==> src/rtl/config_command_parser_if.sv <==
// Byte-stream handshake between the MCU-side UART and the config command parser.
//   rx_data/rx_flag : received byte and its one-cycle valid strobe
//   tx_ready        : UART transmitter can accept a byte
//   tx_data/tx_use  : reply byte and its one-cycle valid strobe
// master = UART side, slave = parser side.
interface config_command_parser_if #(
    parameter int unsigned DATA_WIDTH = 8
);
    logic [DATA_WIDTH-1:0] rx_data;
    logic                  rx_flag;
    logic                  tx_ready;
    logic [DATA_WIDTH-1:0] tx_data;
    logic                  tx_use;

    modport master (output rx_data, rx_flag, tx_ready, input tx_data, tx_use);
    modport slave  (input rx_data, rx_flag, tx_ready, output tx_data, tx_use);
endinterface

==> src/rtl/config_command_parser.sv <==
// Configuration-mode command parser for a UART radio module.
// Collects C0/C2 (6-byte write), C1 (read), C3 (version) and C4 (reset) frames,
// updates the configuration registers and produces the reply stream.
// Ports:
//   clk, rst_n        : clock, asynchronous active-low reset
//   mode_sleep        : 1 = configuration mode, frame collection enabled
//   bus (slave)       : rx_data/rx_flag in, tx_ready in, tx_data/tx_use out
//   cfg_addh..option  : active configuration registers
//   cfg_save          : 1 = last write was C0, 0 = C2
//   reset_req         : one-cycle module reset request (C4)
//   busy              : FSM not idle
module config_command_parser #(
    parameter int unsigned           DATA_WIDTH   = 8,
    parameter int unsigned           CMD_TIMEOUT  = 960,
    parameter logic [DATA_WIDTH-1:0] DEF_ADDH     = 8'h00,
    parameter logic [DATA_WIDTH-1:0] DEF_ADDL     = 8'h00,
    parameter logic [DATA_WIDTH-1:0] DEF_SPED     = 8'h1A,
    parameter logic [DATA_WIDTH-1:0] DEF_CHAN     = 8'h17,
    parameter logic [DATA_WIDTH-1:0] DEF_OPTION   = 8'h44,
    parameter logic [DATA_WIDTH-1:0] VERSION_BYTE = 8'h0D,
    parameter logic [DATA_WIDTH-1:0] FEATURE_BYTE = 8'h14
) (
    input  logic                       clk,
    input  logic                       rst_n,
    input  logic                       mode_sleep,
    config_command_parser_if.slave     bus,
    output logic [DATA_WIDTH-1:0]      cfg_addh,
    output logic [DATA_WIDTH-1:0]      cfg_addl,
    output logic [DATA_WIDTH-1:0]      cfg_sped,
    output logic [DATA_WIDTH-1:0]      cfg_chan,
    output logic [DATA_WIDTH-1:0]      cfg_option,
    output logic                       cfg_save,
    output logic                       reset_req,
    output logic                       busy
);
    localparam int unsigned TW = (CMD_TIMEOUT < 2) ? 1 : $clog2(CMD_TIMEOUT + 1);
    localparam logic [DATA_WIDTH-1:0] HEAD_C0 = DATA_WIDTH'(8'hC0);
    localparam logic [DATA_WIDTH-1:0] HEAD_C1 = DATA_WIDTH'(8'hC1);
    localparam logic [DATA_WIDTH-1:0] HEAD_C2 = DATA_WIDTH'(8'hC2);
    localparam logic [DATA_WIDTH-1:0] HEAD_C3 = DATA_WIDTH'(8'hC3);
    localparam logic [DATA_WIDTH-1:0] HEAD_C4 = DATA_WIDTH'(8'hC4);
    localparam logic [DATA_WIDTH-1:0] VER_ID  = DATA_WIDTH'(8'h32);

    typedef enum logic [1:0] {S_IDLE, S_COLLECT, S_EXEC, S_RESPOND} state_e;

    state_e                state_q, state_d;
    logic [DATA_WIDTH-1:0] cmd_q, cmd_d;
    logic [DATA_WIDTH-1:0] buf_q [6];
    logic [DATA_WIDTH-1:0] buf_d [6];
    logic [2:0]            cnt_q, cnt_d;
    logic [TW-1:0]         tmo_q, tmo_d;
    logic [2:0]            idx_q, idx_d;
    logic                  gap_q, gap_d;
    logic [DATA_WIDTH-1:0] tx_data_q, tx_data_d;
    logic                  tx_use_q, tx_use_d;
    logic                  rst_req_q, rst_req_d;
    logic                  busy_q;
    logic [DATA_WIDTH-1:0] addh_q, addh_d, addl_q, addl_d, sped_q, sped_d;
    logic [DATA_WIDTH-1:0] chan_q, chan_d, opt_q, opt_d;
    logic                  save_q, save_d;

    logic                  head_ok;
    logic                  wide_cmd;
    logic [2:0]            frame_len;
    logic [2:0]            reply_len;
    logic [DATA_WIDTH-1:0] reply_byte;

    assign head_ok   = bus.rx_flag && mode_sleep &&
                       (bus.rx_data inside {HEAD_C0, HEAD_C1, HEAD_C2, HEAD_C3, HEAD_C4});
    assign wide_cmd  = (cmd_q == HEAD_C0) || (cmd_q == HEAD_C2);
    assign frame_len = wide_cmd ? 3'd6 : 3'd3;
    assign reply_len = (cmd_q == HEAD_C3) ? 3'd4 : 3'd6;

    // Reply byte selected by position; C1 reads the live cfg registers
    always_comb begin
        reply_byte = '0;
        if (cmd_q == HEAD_C1) begin
            case (idx_q)
                3'd0:    reply_byte = save_q ? HEAD_C0 : HEAD_C2;
                3'd1:    reply_byte = addh_q;
                3'd2:    reply_byte = addl_q;
                3'd3:    reply_byte = sped_q;
                3'd4:    reply_byte = chan_q;
                default: reply_byte = opt_q;
            endcase
        end else if (cmd_q == HEAD_C3) begin
            case (idx_q)
                3'd0:    reply_byte = HEAD_C3;
                3'd1:    reply_byte = VER_ID;
                3'd2:    reply_byte = VERSION_BYTE;
                default: reply_byte = FEATURE_BYTE;
            endcase
        end else if (idx_q < 3'd6) begin
            reply_byte = buf_q[idx_q];
        end
    end

    // Next-state and output logic
    always_comb begin
        state_d   = state_q;
        cmd_d     = cmd_q;
        buf_d     = buf_q;
        cnt_d     = cnt_q;
        tmo_d     = tmo_q;
        idx_d     = idx_q;
        gap_d     = gap_q;
        tx_data_d = tx_data_q;
        tx_use_d  = 1'b0;
        rst_req_d = 1'b0;
        addh_d    = addh_q;
        addl_d    = addl_q;
        sped_d    = sped_q;
        chan_d    = chan_q;
        opt_d     = opt_q;
        save_d    = save_q;

        case (state_q)
            S_IDLE: begin
                if (head_ok) begin
                    cmd_d    = bus.rx_data;
                    buf_d[0] = bus.rx_data;
                    cnt_d    = 3'd1;
                    tmo_d    = '0;
                    state_d  = S_COLLECT;
                end
            end
            S_COLLECT: begin
                if (!mode_sleep) begin
                    state_d = S_IDLE;
                end else if (tmo_q == TW'(CMD_TIMEOUT)) begin
                    // Timed out: a byte in this same cycle starts a fresh frame
                    state_d = S_IDLE;
                    if (head_ok) begin
                        cmd_d    = bus.rx_data;
                        buf_d[0] = bus.rx_data;
                        cnt_d    = 3'd1;
                        tmo_d    = '0;
                        state_d  = S_COLLECT;
                    end
                end else if (bus.rx_flag) begin
                    if (!wide_cmd && (bus.rx_data != cmd_q)) begin
                        state_d = S_IDLE;
                    end else begin
                        buf_d[cnt_q] = bus.rx_data;
                        cnt_d        = cnt_q + 3'd1;
                        tmo_d        = '0;
                        if (cnt_q == frame_len - 3'd1) begin
                            state_d = S_EXEC;
                        end
                    end
                end else begin
                    tmo_d = tmo_q + TW'(1);
                end
            end
            S_EXEC: begin
                idx_d   = 3'd0;
                gap_d   = 1'b0;
                state_d = S_RESPOND;
                if (wide_cmd) begin
                    addh_d = buf_q[1];
                    addl_d = buf_q[2];
                    sped_d = buf_q[3];
                    chan_d = buf_q[4];
                    opt_d  = buf_q[5];
                    save_d = (cmd_q == HEAD_C0);
                end else if (cmd_q == HEAD_C4) begin
                    rst_req_d = 1'b1;
                    state_d   = S_IDLE;
                end
            end
            S_RESPOND: begin
                // gap_q enforces one idle cycle between reply strobes
                if (idx_q == reply_len) begin
                    state_d = S_IDLE;
                end else if (gap_q) begin
                    gap_d = 1'b0;
                end else if (bus.tx_ready) begin
                    tx_data_d = reply_byte;
                    tx_use_d  = 1'b1;
                    idx_d     = idx_q + 3'd1;
                    gap_d     = 1'b1;
                end
            end
            default: state_d = S_IDLE;
        endcase
    end

    // State and output registers
    always_ff @(posedge clk or negedge rst_n) begin
        if (!rst_n) begin
            state_q   <= S_IDLE;
            cmd_q     <= '0;
            for (int i = 0; i < 6; i++) buf_q[i] <= '0;
            cnt_q     <= '0;
            tmo_q     <= '0;
            idx_q     <= '0;
            gap_q     <= 1'b0;
            tx_data_q <= '0;
            tx_use_q  <= 1'b0;
            rst_req_q <= 1'b0;
            busy_q    <= 1'b0;
            addh_q    <= DEF_ADDH;
            addl_q    <= DEF_ADDL;
            sped_q    <= DEF_SPED;
            chan_q    <= DEF_CHAN;
            opt_q     <= DEF_OPTION;
            save_q    <= 1'b0;
        end else begin
            state_q   <= state_d;
            cmd_q     <= cmd_d;
            buf_q     <= buf_d;
            cnt_q     <= cnt_d;
            tmo_q     <= tmo_d;
            idx_q     <= idx_d;
            gap_q     <= gap_d;
            tx_data_q <= tx_data_d;
            tx_use_q  <= tx_use_d;
            rst_req_q <= rst_req_d;
            busy_q    <= (state_d != S_IDLE);
            addh_q    <= addh_d;
            addl_q    <= addl_d;
            sped_q    <= sped_d;
            chan_q    <= chan_d;
            opt_q     <= opt_d;
            save_q    <= save_d;
        end
    end

    assign bus.tx_data = tx_data_q;
    assign bus.tx_use  = tx_use_q;
    assign cfg_addh    = addh_q;
    assign cfg_addl    = addl_q;
    assign cfg_sped    = sped_q;
    assign cfg_chan    = chan_q;
    assign cfg_option  = opt_q;
    assign cfg_save    = save_q;
    assign reset_req   = rst_req_q;
    assign busy        = busy_q;
endmodule

==> src/flat_wrapper.sv <==
// flat-port wrapper written by rule: the top's interface ports become plain ports
module config_command_parser_flat 
#(
    parameter int unsigned           DATA_WIDTH   = 8,
    parameter int unsigned           CMD_TIMEOUT  = 960,
    parameter logic [DATA_WIDTH-1:0] DEF_ADDH     = 8'h00,
    parameter logic [DATA_WIDTH-1:0] DEF_ADDL     = 8'h00,
    parameter logic [DATA_WIDTH-1:0] DEF_SPED     = 8'h1A,
    parameter logic [DATA_WIDTH-1:0] DEF_CHAN     = 8'h17,
    parameter logic [DATA_WIDTH-1:0] DEF_OPTION   = 8'h44,
    parameter logic [DATA_WIDTH-1:0] VERSION_BYTE = 8'h0D,
    parameter logic [DATA_WIDTH-1:0] FEATURE_BYTE = 8'h14
)
  (clk, rst_n, mode_sleep, cfg_addh, cfg_addl, cfg_sped, cfg_chan, cfg_option, cfg_save, reset_req, busy, bus_rx_data, bus_rx_flag, bus_tx_ready, bus_tx_data, bus_tx_use);
  config_command_parser_if #(.DATA_WIDTH(DATA_WIDTH)) bus_i ();
  input  logic clk;
  input  logic rst_n;
  input  logic mode_sleep;
  output logic [DATA_WIDTH-1:0] cfg_addh;
  output logic [DATA_WIDTH-1:0] cfg_addl;
  output logic [DATA_WIDTH-1:0] cfg_sped;
  output logic [DATA_WIDTH-1:0] cfg_chan;
  output logic [DATA_WIDTH-1:0] cfg_option;
  output logic cfg_save;
  output logic reset_req;
  output logic busy;
  input wire logic [$bits(bus_i.rx_data)-1:0] bus_rx_data;
  input wire logic [$bits(bus_i.rx_flag)-1:0] bus_rx_flag;
  input wire logic [$bits(bus_i.tx_ready)-1:0] bus_tx_ready;
  output wire logic [$bits(bus_i.tx_data)-1:0] bus_tx_data;
  output wire logic [$bits(bus_i.tx_use)-1:0] bus_tx_use;
  assign bus_i.rx_data = bus_rx_data;
  assign bus_i.rx_flag = bus_rx_flag;
  assign bus_i.tx_ready = bus_tx_ready;
  assign bus_tx_data = bus_i.tx_data;
  assign bus_tx_use = bus_i.tx_use;
  config_command_parser #(.DATA_WIDTH(DATA_WIDTH), .CMD_TIMEOUT(CMD_TIMEOUT), .DEF_ADDH(DEF_ADDH), .DEF_ADDL(DEF_ADDL), .DEF_SPED(DEF_SPED), .DEF_CHAN(DEF_CHAN), .DEF_OPTION(DEF_OPTION), .VERSION_BYTE(VERSION_BYTE), .FEATURE_BYTE(FEATURE_BYTE)) u_core (.clk(clk), .rst_n(rst_n), .mode_sleep(mode_sleep), .bus(bus_i), .cfg_addh(cfg_addh), .cfg_addl(cfg_addl), .cfg_sped(cfg_sped), .cfg_chan(cfg_chan), .cfg_option(cfg_option), .cfg_save(cfg_save), .reset_req(reset_req), .busy(busy));
endmodule
==> config.mk <==
export PLATFORM = sky130hd
export DESIGN_NAME = config_command_parser_flat
export DESIGN_NICKNAME = d
export VERILOG_FILES = /design/src/rtl/config_command_parser_if.sv /design/src/rtl/config_command_parser.sv /design/src/flat_wrapper.sv
export SDC_FILE = /design/constraint.sdc
export NUM_CORES = 1
export LEC_CHECK = 0
export ABC_AREA = 0
export CAP_MARGIN = 30
export CORE_MARGIN = 1.5
export CORE_UTILIZATION = 52
export CTS_CLUSTER_DIAMETER = 60
export DETAILED_ROUTE_END_ITERATION = 8
export HOLD_SLACK_MARGIN = 0.08
export PLACE_DENSITY = 0.78
export SLEW_MARGIN = 25
export SYNTH_ARGS = -nofsm -noshare
export SYNTH_HDL_FRONTEND = slang
export SYNTH_SLANG_ARGS = --single-unit
==> constraint.sdc <==
create_clock -name clk -period 2.33 [get_ports clk]
set_input_delay 0.466 -clock clk [delete_from_list [all_inputs] [get_ports clk]]
set_output_delay 0.466 -clock clk [all_outputs]
set_load 0.005 [all_outputs]
# --- Word-level counts from Yosys, hierarchy flattened ---
# Index checks and enable logic that the tools add are counted.
totals:
  word_cells: 146
  reg_bits: 127
  inputBits: 13
classes:
  n_reduce_logical: 20
  order_cmp: 4
  addsub: 4
  eq_ne: 29
  bitwise: 6
  muxes: 61
ops:
  columns: ["op", "count"]
  rows:
  - ["48-bit two-way mux", 3]
  - ["8-bit two-way mux", 11]
  - ["8-bit == test (second input constant)", 10]
  - ["10-bit two-way mux", 5]
  - ["48-bit bitwise mux", 1]
  - ["40-bit two-way mux", 1]
  - ["8-bit one-hot mux with 5 select lines", 1]
  - ["8-bit one-hot mux with 2 select lines", 2]
  - ["3-bit two-way mux", 9]
  - ["8-bit binary-select mux with 3-bit select", 1]
  - ["8-bit demux with 3-bit select", 1]
  - ["8-bit one-hot mux with 3 select lines", 1]
  - ["2-bit two-way mux", 11]
  - ["10-bit one-hot mux with 2 select lines", 1]
  - ["3-bit one-hot mux with 2 select lines", 2]
  - ["4-bit AND reduction", 3]
  - ["10-bit by 1-bit adder with 10-bit output (second input constant)", 1]
  - ["10-bit == test (second input constant)", 1]
  - ["1-bit two-way mux", 9]
  - ["4-bit >= comparator (second input constant)", 2]
  - ["2-bit inequality test (second input constant)", 4]
  - ["8-bit inequality test", 1]
  - ["3-bit NOT with 4-bit output", 2]
  - ["2-bit one-hot mux with 4 select lines", 1]
  - ["25 further kinds", 40]

# --- Logic depth before layout (Yosys ltp) ---
# Gate-level depths: netlist (run 1).
depth:
  depth_word: 12
  mapped_depth: 11

# --- Worst setup path after synthesis (run 1) ---
# Ideal clock, no wire load.
synth_timing:
  kind: "register to register"
  startpoint: "register u_core.idx_q[0]"
  endpoint: "register u_core.tx_data_q[6], in the netlist u_core.bus.tx_data[6]"
  synth_period_minus_slack_ns: 2.528
  required_ns: 2.209
  arrival_ns: 2.407
  path_buffers: 4
  setup_slack_ns: -0.198
  setup_ns: 0.121
  path_stages_with_launch: 11
  path_cell_list: "dfrtp_1 > buf_2 > buf_2 > inv_1 > ha_1 > clkbuf_1 > or3_1 > clkbuf_1 > o21ai_0 > a21oi_1 > a22o_1"
synth_between:
  elab_chain_cells: 7
  word_cells_on_any_way: 18
  cone_classes: "1 x order compare; 5 x eq/ne; 8 x mux; 2 x bitwise; 2 x reduce/logical"
synth_lines:
  columns: ["element", "line_no", "rtl"]
  rows:
  - ["start, declared", "config_command_parser.sv:52", "logic [2:0] idx_q, idx_d;"]
  - ["start signal, assigned", "config_command_parser.sv:214", "idx_q <= idx_d;"]
  - ["3-bit NOT with 4-bit output (not written as such)", "config_command_parser.sv:94", "reply_byte = buf_q[idx_q];"]
  - ["8-bit binary-select mux with 3-bit select", "config_command_parser.sv:94", null]
  - ["8-bit two-way mux (not written as such) (2 in series)", "config_command_parser.sv:94", null]
  - ["8-bit two-way mux", "config_command_parser.sv:93", "end else if (idx_q < 3'd6) begin"]
  - ["8-bit two-way mux", "config_command_parser.sv:86", "end else if (cmd_q == HEAD_C3) begin"]
  - ["8-bit two-way mux", "config_command_parser.sv:77", "if (cmd_q == HEAD_C1) begin"]
  - ["end signal, assigned", "config_command_parser.sv:216", "tx_data_q <= tx_data_d;"]
  - ["end, declared", "config_command_parser.sv:54", "logic [DATA_WIDTH-1:0] tx_data_q, tx_data_d;"]
# Several ways; a longest one is shown, not always the timed one. The select of a mux whose other input is x is not followed.
# A chain may end at the register's enable or synchronous reset.

# --- Worst setup path after layout (run 1) ---
layout_timing:
  startpoint: "register u_core.tmo_q[0]"
  endpoint: "register u_core.buf_q[25] (netlist bit)"
layout_between:
  elab_chain_cells: 3
layout_lines:
  columns: ["element", "line_no", "rtl"]
  rows:
  - ["start, declared", "config_command_parser.sv:51", "logic [TW-1:0] tmo_q, tmo_d;"]
  - ["start signal, assigned", "config_command_parser.sv:213", "tmo_q <= tmo_d;"]
  - ["10-bit == test", "config_command_parser.sv:130", "end else if (tmo_q == TW'(CMD_TIMEOUT)) begin"]
  - ["1-bit NOT (no line)", null, null]
  - ["5-bit AND reduction (no line)", null, null]
  - ["end signal, assigned", "config_command_parser.sv:211", "buf_q <= buf_d;"]
  - ["end, declared", "config_command_parser.sv:48", "logic [DATA_WIDTH-1:0] buf_q [6];"]
# No other way between the ends.

==> metrics, run 1 <==
CTS tree yes; post-route cell area 8650 um2; vias 5,263; Max clock buf depth 2; Post-synth top flop dfrtp_1; I/O Buffers 64; Final Skew 0.0108 ns; Total GRT Usage 0.283; Sw Ratio 0.307; Ys Warns 0; Die Wd 117 um; P_leak 4.08 nW; delay-heaviest family, CP simple AND/OR/NAND/NOR gates; antenna cells 0; ratio of cells with drive above 1 in the final layout 0.322; clk_lat worst skew 0.42 ns; Fin. Hold Viols 0; Slew @ Worst Pin 0.492 ns; combinational share of power 0.251; largest net degree at the start of global routing 49; initial antenna violation count 1; Post-Syn Area 6750 um2; CP required 2.63 ns; vias per cell 6.15; # H-tree levels 4; WS Path Type reg -> reg; PnR worst setup slack -0.0111 ns; most frequent cell after synthesis dfrtp_1; 1st-iter DRT viols 423; Power Total 7.30 mW; Placed Area 7840 um2; Synth Register Bits 127; final wirelength 18,900 um; worst-path fanout max 9; Clk pin slew, worst setup/hold paths 0.06 ns; Hold Crit Class reg -> reg; min Tclk post-route 2.34 ns; die height 117 um; Core Area 12,600 um2; final setup vio count 6; Switching Power 2.24 mW; Tcrit/Tclk final 1.00; Crit. End Element flop; Std-Cell Rows 41; CP Buf/Inv Count 2; top post-synthesis cells by area dfrtp_1 (44%), mux2_4 (8.5%), mux2_2 (8.0%); asr flop ratio synth 1.00; share of total power in the clock network 0.395; Post-synth top cells dfrtp_1 (118), mux2_2 (48), nand2_1 (41), mux2_4 (38), o21ai_0 (33); delay of the slowest cell on the worst path 0.50 ns; gpl congestion 0.930; DRT Pass-1 Iters 6; initial core utilization 0.535; final core occ 0.686; highest-delay cell along the critical path or4b_4; Post-Syn Instances 564; post-route DRC violation count 0; CP Launch Type flop; Internal 5.06 mW; wire per inst 22.1 um; DIE AREA 13,700 um2; Synth cell types 77; Slew HR 0.672; top-area cell type share of the netlist area 0.438; IO Count 65; Post-DRT Antenna Nets 0; clock root cell clkbuf_16; Worst Path Arrival 2.64 ns; Seq/Total Area, Yosys 0.473; post-detail-place hpwl 13,300 um; vias in the first global route 5,029; Overflow after GRT 0; Pwr Density 843 nW/um2; first-pass GRT wire length 28,200 um; status finished with violations; cell accounting for the most synthesized area dfrtp_1; Fmax 427 MHz; number of synthesized flops with an enable pin 0; failing checks negative setup slack; P&R area growth vs syn 28.2%; TritonCTS buffer count 17; max-slew violations 0; sequential share of power 0.354; Max Cap Violations 0; crit-path cells inv_1 -> ha_2 -> or4b_4 -> o31a_1 -> buf_12 -> nand4_4 -> mux2_4; Peak VDD IR 0.000548 V; RSZ-0062 raised after global routing true; Synth Net Count 585; Clock Sink Count 127; fin nets 692; Mapped Avg Cell Area 12.0 um2
-- path summary, 6_finish.rpt --
path / from / slack, ns / depth (start not counted) / end
worst max-delay path: u_core.tmo_q[0] / -0.01 / 7 / u_core.buf_q[25]
worst min-delay path: u_core.bus.tx_data[4] / 0.47 / 1 / u_core.bus.tx_data[4]
worst max register to register: u_core.tmo_q[0] / -0.01 / 7 / u_core.buf_q[25]
worst min register to register: u_core.bus.tx_data[4] / 0.47 / 1 / u_core.bus.tx_data[4]
max in group asynchronous: rst_n / 1.09 / 3 / u_core.cfg_sped[3]
min in group asynchronous: rst_n / 0.56 / 2 / u_core.cfg_addl[0]
-- flip-flops by register name, indices dropped and copies added (netlist names), 8 cells and up --
signal and cells:
u_core.cfg_addh 8, u_core.cfg_addl 8, u_core.cfg_sped 8, u_core.bus.tx_data 8, u_core.cfg_chan 8, u_core.buf_q 48
u_core.cmd_q 8, u_core.tmo_q 10, u_core.cfg_option 8
-- final cells by class --
type,count,area [um2]
tap,172,215
fill,894,3970
multi-input combinational,383,3400
sequential,127,3190
timing repair buffer,121,1120
clock inverter,11,180
clock buffer,21,470
inverter,21,78.8
-- through the flow --
step / setup slack, ns / instances / hold slack [ns] / setup TNS, ns
2_1_floorplan: 0.00979 / 564 / 0.170 / 0
3_3_place_gp: -0.258 / 819 / 0.448 / -13.34
3_5_place_dp: -0.279 / 819 / 0.461 / -13.16
4_1_cts: 0.0168 / 852 / 0.482 / 0
5_1_grt: -0.0604 / 856 / 0.506 / -1.42
6_report: -0.0111 / 856 / 0.474 / -0.0246
-- power groups by stage --
stage | registers [mW] | logic [mW] | clock network, mW
2_1_floorplan | 2.52 | 1.16 | 0
3_3_place_gp | 2.60 | 1.71 | 0
3_5_place_dp | 2.61 | 1.76 | 0
4_1_cts | 2.58 | 1.78 | 2.91
5_1_grt | 2.60 | 1.97 | 3.01
6_report | 2.58 | 1.83 | 2.88
-- cells in the final DEF (no fill, tap or decap), types with 3 or more instances in the layout --
cell type	instances
mux2_4	68
nor2b_1	7
buf_4	53
mux2_2	18
nand3_1	13
ha_1	6
a21o_1	3
dfrtp_1	118
nor2_1	22
o22ai_1	5
a22oi_1	7
a22o_1	5
a31oi_1	3
a222oi_1	3
nor3_1	6
or3_1	5
a211oi_1	3
xnor2_1	8
mux4_2	8
clkbuf_8	3
dfstp_2	9
o31ai_1	4
clkinv_4	5
o211ai_1	9
and3_1	5
bufinv_16	4
nand2b_1	3
nand4_4	5
o21ai_0	33
inv_1	19
a221oi_1	4
nand2_1	41
clkdlybuf4s50_1	63
nand4_1	6
a21oi_1	19
or2_2	4
clkbuf_16	17
buf_12	4
mux2i_1	8
o31a_1	3
-- timing repair --
| action | in CTS | in global routing |
|---|---|---|
| setup buffers | 0 | 4 |
| hold buffers | 1 | 0 |
| hold endpoints to repair | 26 | 0 |
| resized for setup | 0 | 33 |
| setup endpoints to repair | 0 | 42 |
-- logic make-up (layout without fill, tap and decap cells) --
group,Yosys count,in the layout,share of synthesized area
adders and majority gates,8,8,0.0148
xor gates and xnor gates,8,8,0.0104
DFF,127,127,0.473
muxes,102,102,0.203
AOI/OAI and AO/OA,127,127,0.133
buffers and inverters,54,174,0.0408
and+or+nand+nor,138,138,0.125
-- per-layer routing --
metal / track usage / part of all wire
met5: 0 / 0.00063
met3: 0.0788 / 0.086
met2: 0.435 / 0.48
met4: 0.123 / 0.026
met1: 0.380 / 0.41
No activity file was read; power rests on OpenSTA's default activity.
==> run 2: changes to the inputs <==
--- a/config.mk
+++ b/config.mk
@@ -12,7 +12,7 @@
 export CTS_CLUSTER_DIAMETER = 60
 export DETAILED_ROUTE_END_ITERATION = 8
 export HOLD_SLACK_MARGIN = 0.08
-export PLACE_DENSITY = 0.78
+export PLACE_DENSITY_LB_ADDON = 0.05
 export SLEW_MARGIN = 25
 export SYNTH_ARGS = -nofsm -noshare
 export SYNTH_HDL_FRONTEND = slang
==> run 2 against run 1 <==
Against the previous run: the run now ends clean; final cell count rose by 0.35%; first-iteration DRC count decreased by 3.3%; routed wire length fell by 2.1%; design area decreased by 1.2%; total power hardly changed; worst hold slack got worse by 0.057 ns; clock-buffer cell count fell by 1; core utilization shrank 0.80 points; critical endpoint is now u_core.buf_q[47]; largest power group unchanged.
==> metrics, run 2 (synthesis gave the netlist of run 1 again) <==
Max clock buf depth 2 (unchanged); most frequent cells in the layout dfrtp_1 (117), clkdlybuf4s50_1 (63), buf_4 (56); final core occ 0.678 (-0.00803); delay of the slowest cell on the worst path 0.47 ns (-0.03 ns); Max Cap Violations 0 (unchanged); CTS tree yes; WS Path Type reg -> reg; Critical Path Sink u_core.buf_q[47]; hold slack 0.417 ns (-0.0574 ns); post-route DRC violation count 0 (unchanged); R2R Setup Slk 0.04 ns (+0.05 ns); DIE AREA 13,700 um2 (unchanged); Std-Cell Rows 41 (unchanged); final setup vio count 0 (-6); number of flip-flops in the largest register 48 (unchanged); Die Wd 117 um (unchanged); fin nets 696 (+0.58%); initial core utilization 0.535 (unchanged); Worst Path Arrival 2.59 ns (-0.05 ns); P&R area growth vs syn 26.7%; first-pass GRT wire length 28,500 um (+1.2%); Core Area 12,600 um2 (unchanged); Overflow after GRT 0 (unchanged); R2R depth 9 (+2); largest registers u_core.buf_q x48, u_core.tmo_q x10; Fin. Hold Viols 0 (unchanged); RR Endpoint u_core.buf_q[47]; post-route cell area 8550 um2 (-1.2%); die height 117 um (unchanged); RR Startpoint u_core.tmo_q[1]; Clock Sink Count 127 (unchanged); clk_lat worst skew 0.42 ns (about the same); ratio of cells with drive above 1 in the final layout 0.325 (+0.00296); Pwr Density 853 nW/um2 (+1.2%); Reg with most FFs u_core.buf_q; IO Count 65 (unchanged); Internal 5.00 mW (-1.0%); Post-DRT Antenna Nets 0 (unchanged); crit-path cells inv_1 -> ha_2 -> or4b_4 -> buf_4 -> o31ai_4 -> nor2_1 -> o21ai_2 -> mux2_2 -> o21a_1; Slew HR 0.665 (-0.00699); Crit. End Element flop; combinational share of power 0.262 (+0.011); share of total power in the clock network 0.384 (-0.011); # H-tree levels 4 (unchanged); Hold Crit Class in -> async; Final Skew 0.00855 ns (-0.00224 ns); vias in the first global route 5,000 (-0.58%); antenna cells 0 (unchanged); max-slew violations 0 (unchanged); Placed Area 7880 um2 (+0.45%); wire per inst 21.6 um (-2.4%); CP Launch Type flop; largest net degree at the start of global routing 82 (+67%); CP required 2.63 ns (about the same); Post-Layout Cell Count 859 (+0.35%); Fmax 437 MHz (+2.3%); I/O Buffers 64 (unchanged); DP Worst Slack -0.274 ns (+0.00493 ns); vias per cell 5.94 (-3.4%); Sw Ratio 0.314 (+0.00703); Clk pin slew, worst setup/hold paths 0.06 ns (about the same); PnR worst setup slack 0.0413 ns (+0.0524 ns); Fillers 985 (+10%); total placed cells including tap cells 822 (+0.37%); Total GRT Usage 0.286 (+0.00253); sequential share of power 0.354 (about the same); CP startpoint u_core.tmo_q[1]; highest-delay cell along the critical path or4b_4; most common cell after layout, fill and taps aside dfrtp_1; 1st-iter DRT viols 409 (-3.3%); status complete, no violations; clock root cell clkbuf_16; gpl congestion 0.949 (+2.1%); Switching Power 2.29 mW (+2.3%); TritonCTS buffer count 17 (unchanged); post-detail-place hpwl 13,300 um (+0.20%); final wirelength 18,500 um (-2.1%); setup TNS 0 ns (+0.0246 ns); initial antenna violation count 0 (-1); worst-path fanout max 3 (-6); DRT Pass-1 Iters 5 (-1); Slew @ Worst Pin 0.502 ns (+0.0105 ns); Power Total 7.30 mW (about the same); min Tclk post-route 2.29 ns (-0.0524 ns); Peak VDD IR 0.000609 V (+11%); vias 5,102 (-3.1%); Tcrit/Tclk final 0.982 (-0.0225); P_leak 3.98 nW (-2.5%); RSZ-0062 raised after global routing false
## run 2: cell count changes in the layout (fill, tap and decap cells not counted), sizes merged
cell,previous run,this run
buf,57,61
bufinv,4,3
clkbuf,21,20
clkinv,7,3
clkinvlp,0,2
inv,21,24
## run 2: final cells by class
type / instances / area, um2 / area share
clock buffer: 20 / 467 / 0.0546
clock inverter: 11 / 154 / 0.0180
inverter: 21 / 78.8 / 0.00922
multi-input combinational: 383 / 3280 / 0.384
sequential: 127 / 3190 / 0.373
tap: 172 / 215 / 0.0252
timing repair buffer: 125 / 1160 / 0.136
## run 2: per-layer routing
layer,vias up,share of wire,global-route usage
met3,18,0.066,0.0664
met1,2580,0.46,0.421
li1,2313,-,-
met4,0,0.012,0.0795
met2,191,0.46,0.425
met5,-,0,0
## run 2: power by group through the flow
stage	clock (mW)	combinational, mW	sequential [mW]
after floorplan	0	1.16	2.52
after global routing	2.92	2.07	2.60
after global placement	0	1.79	2.60
final	2.80	1.91	2.58
after CTS	2.82	1.85	2.58
after detailed placement	0	1.83	2.61
## run 2: worst max-delay path: cells and delay by family (launching register included)
kind                       cells  cell delay (ns)
AOI/OAI and AO/OA              3             0.42
buffers and inverters          2             0.24
muxes                          1             0.37
DFF                            1             0.39
and+or+nand+nor                2             0.57
adders and majority gates      1             0.18
## run 2: how the worst min path moves through the flow
| stage | startpoint | endpoint | slack (ns) | cells past startpoint |
|---|---|---|---|---|
| after detailed placement | rst_n | u_core.cfg_save | 0.31 | 1 |
| after global placement | rst_n | u_core.cfg_save | 0.30 | 1 |
| final | rst_n | u_core.cfg_option[0] | 0.42 | 2 |
| after floorplan | rst_n | u_core.buf_q[0] | 0.17 | 0 |
| after global routing | rst_n | u_core.cfg_option[0] | 0.42 | 2 |
| after CTS | rst_n | u_core.cfg_option[0] | 0.41 | 2 |
## run 2: what timing repair did
item / in CTS / in global routing
pin swaps: 0 / 3
hold buffers: 1 / 0
endpoints found under the setup margin: 1 / 10
hold endpoints to repair: 7 / 0
gates resized for setup: 0 / 3
buffers inserted: 1 / 4
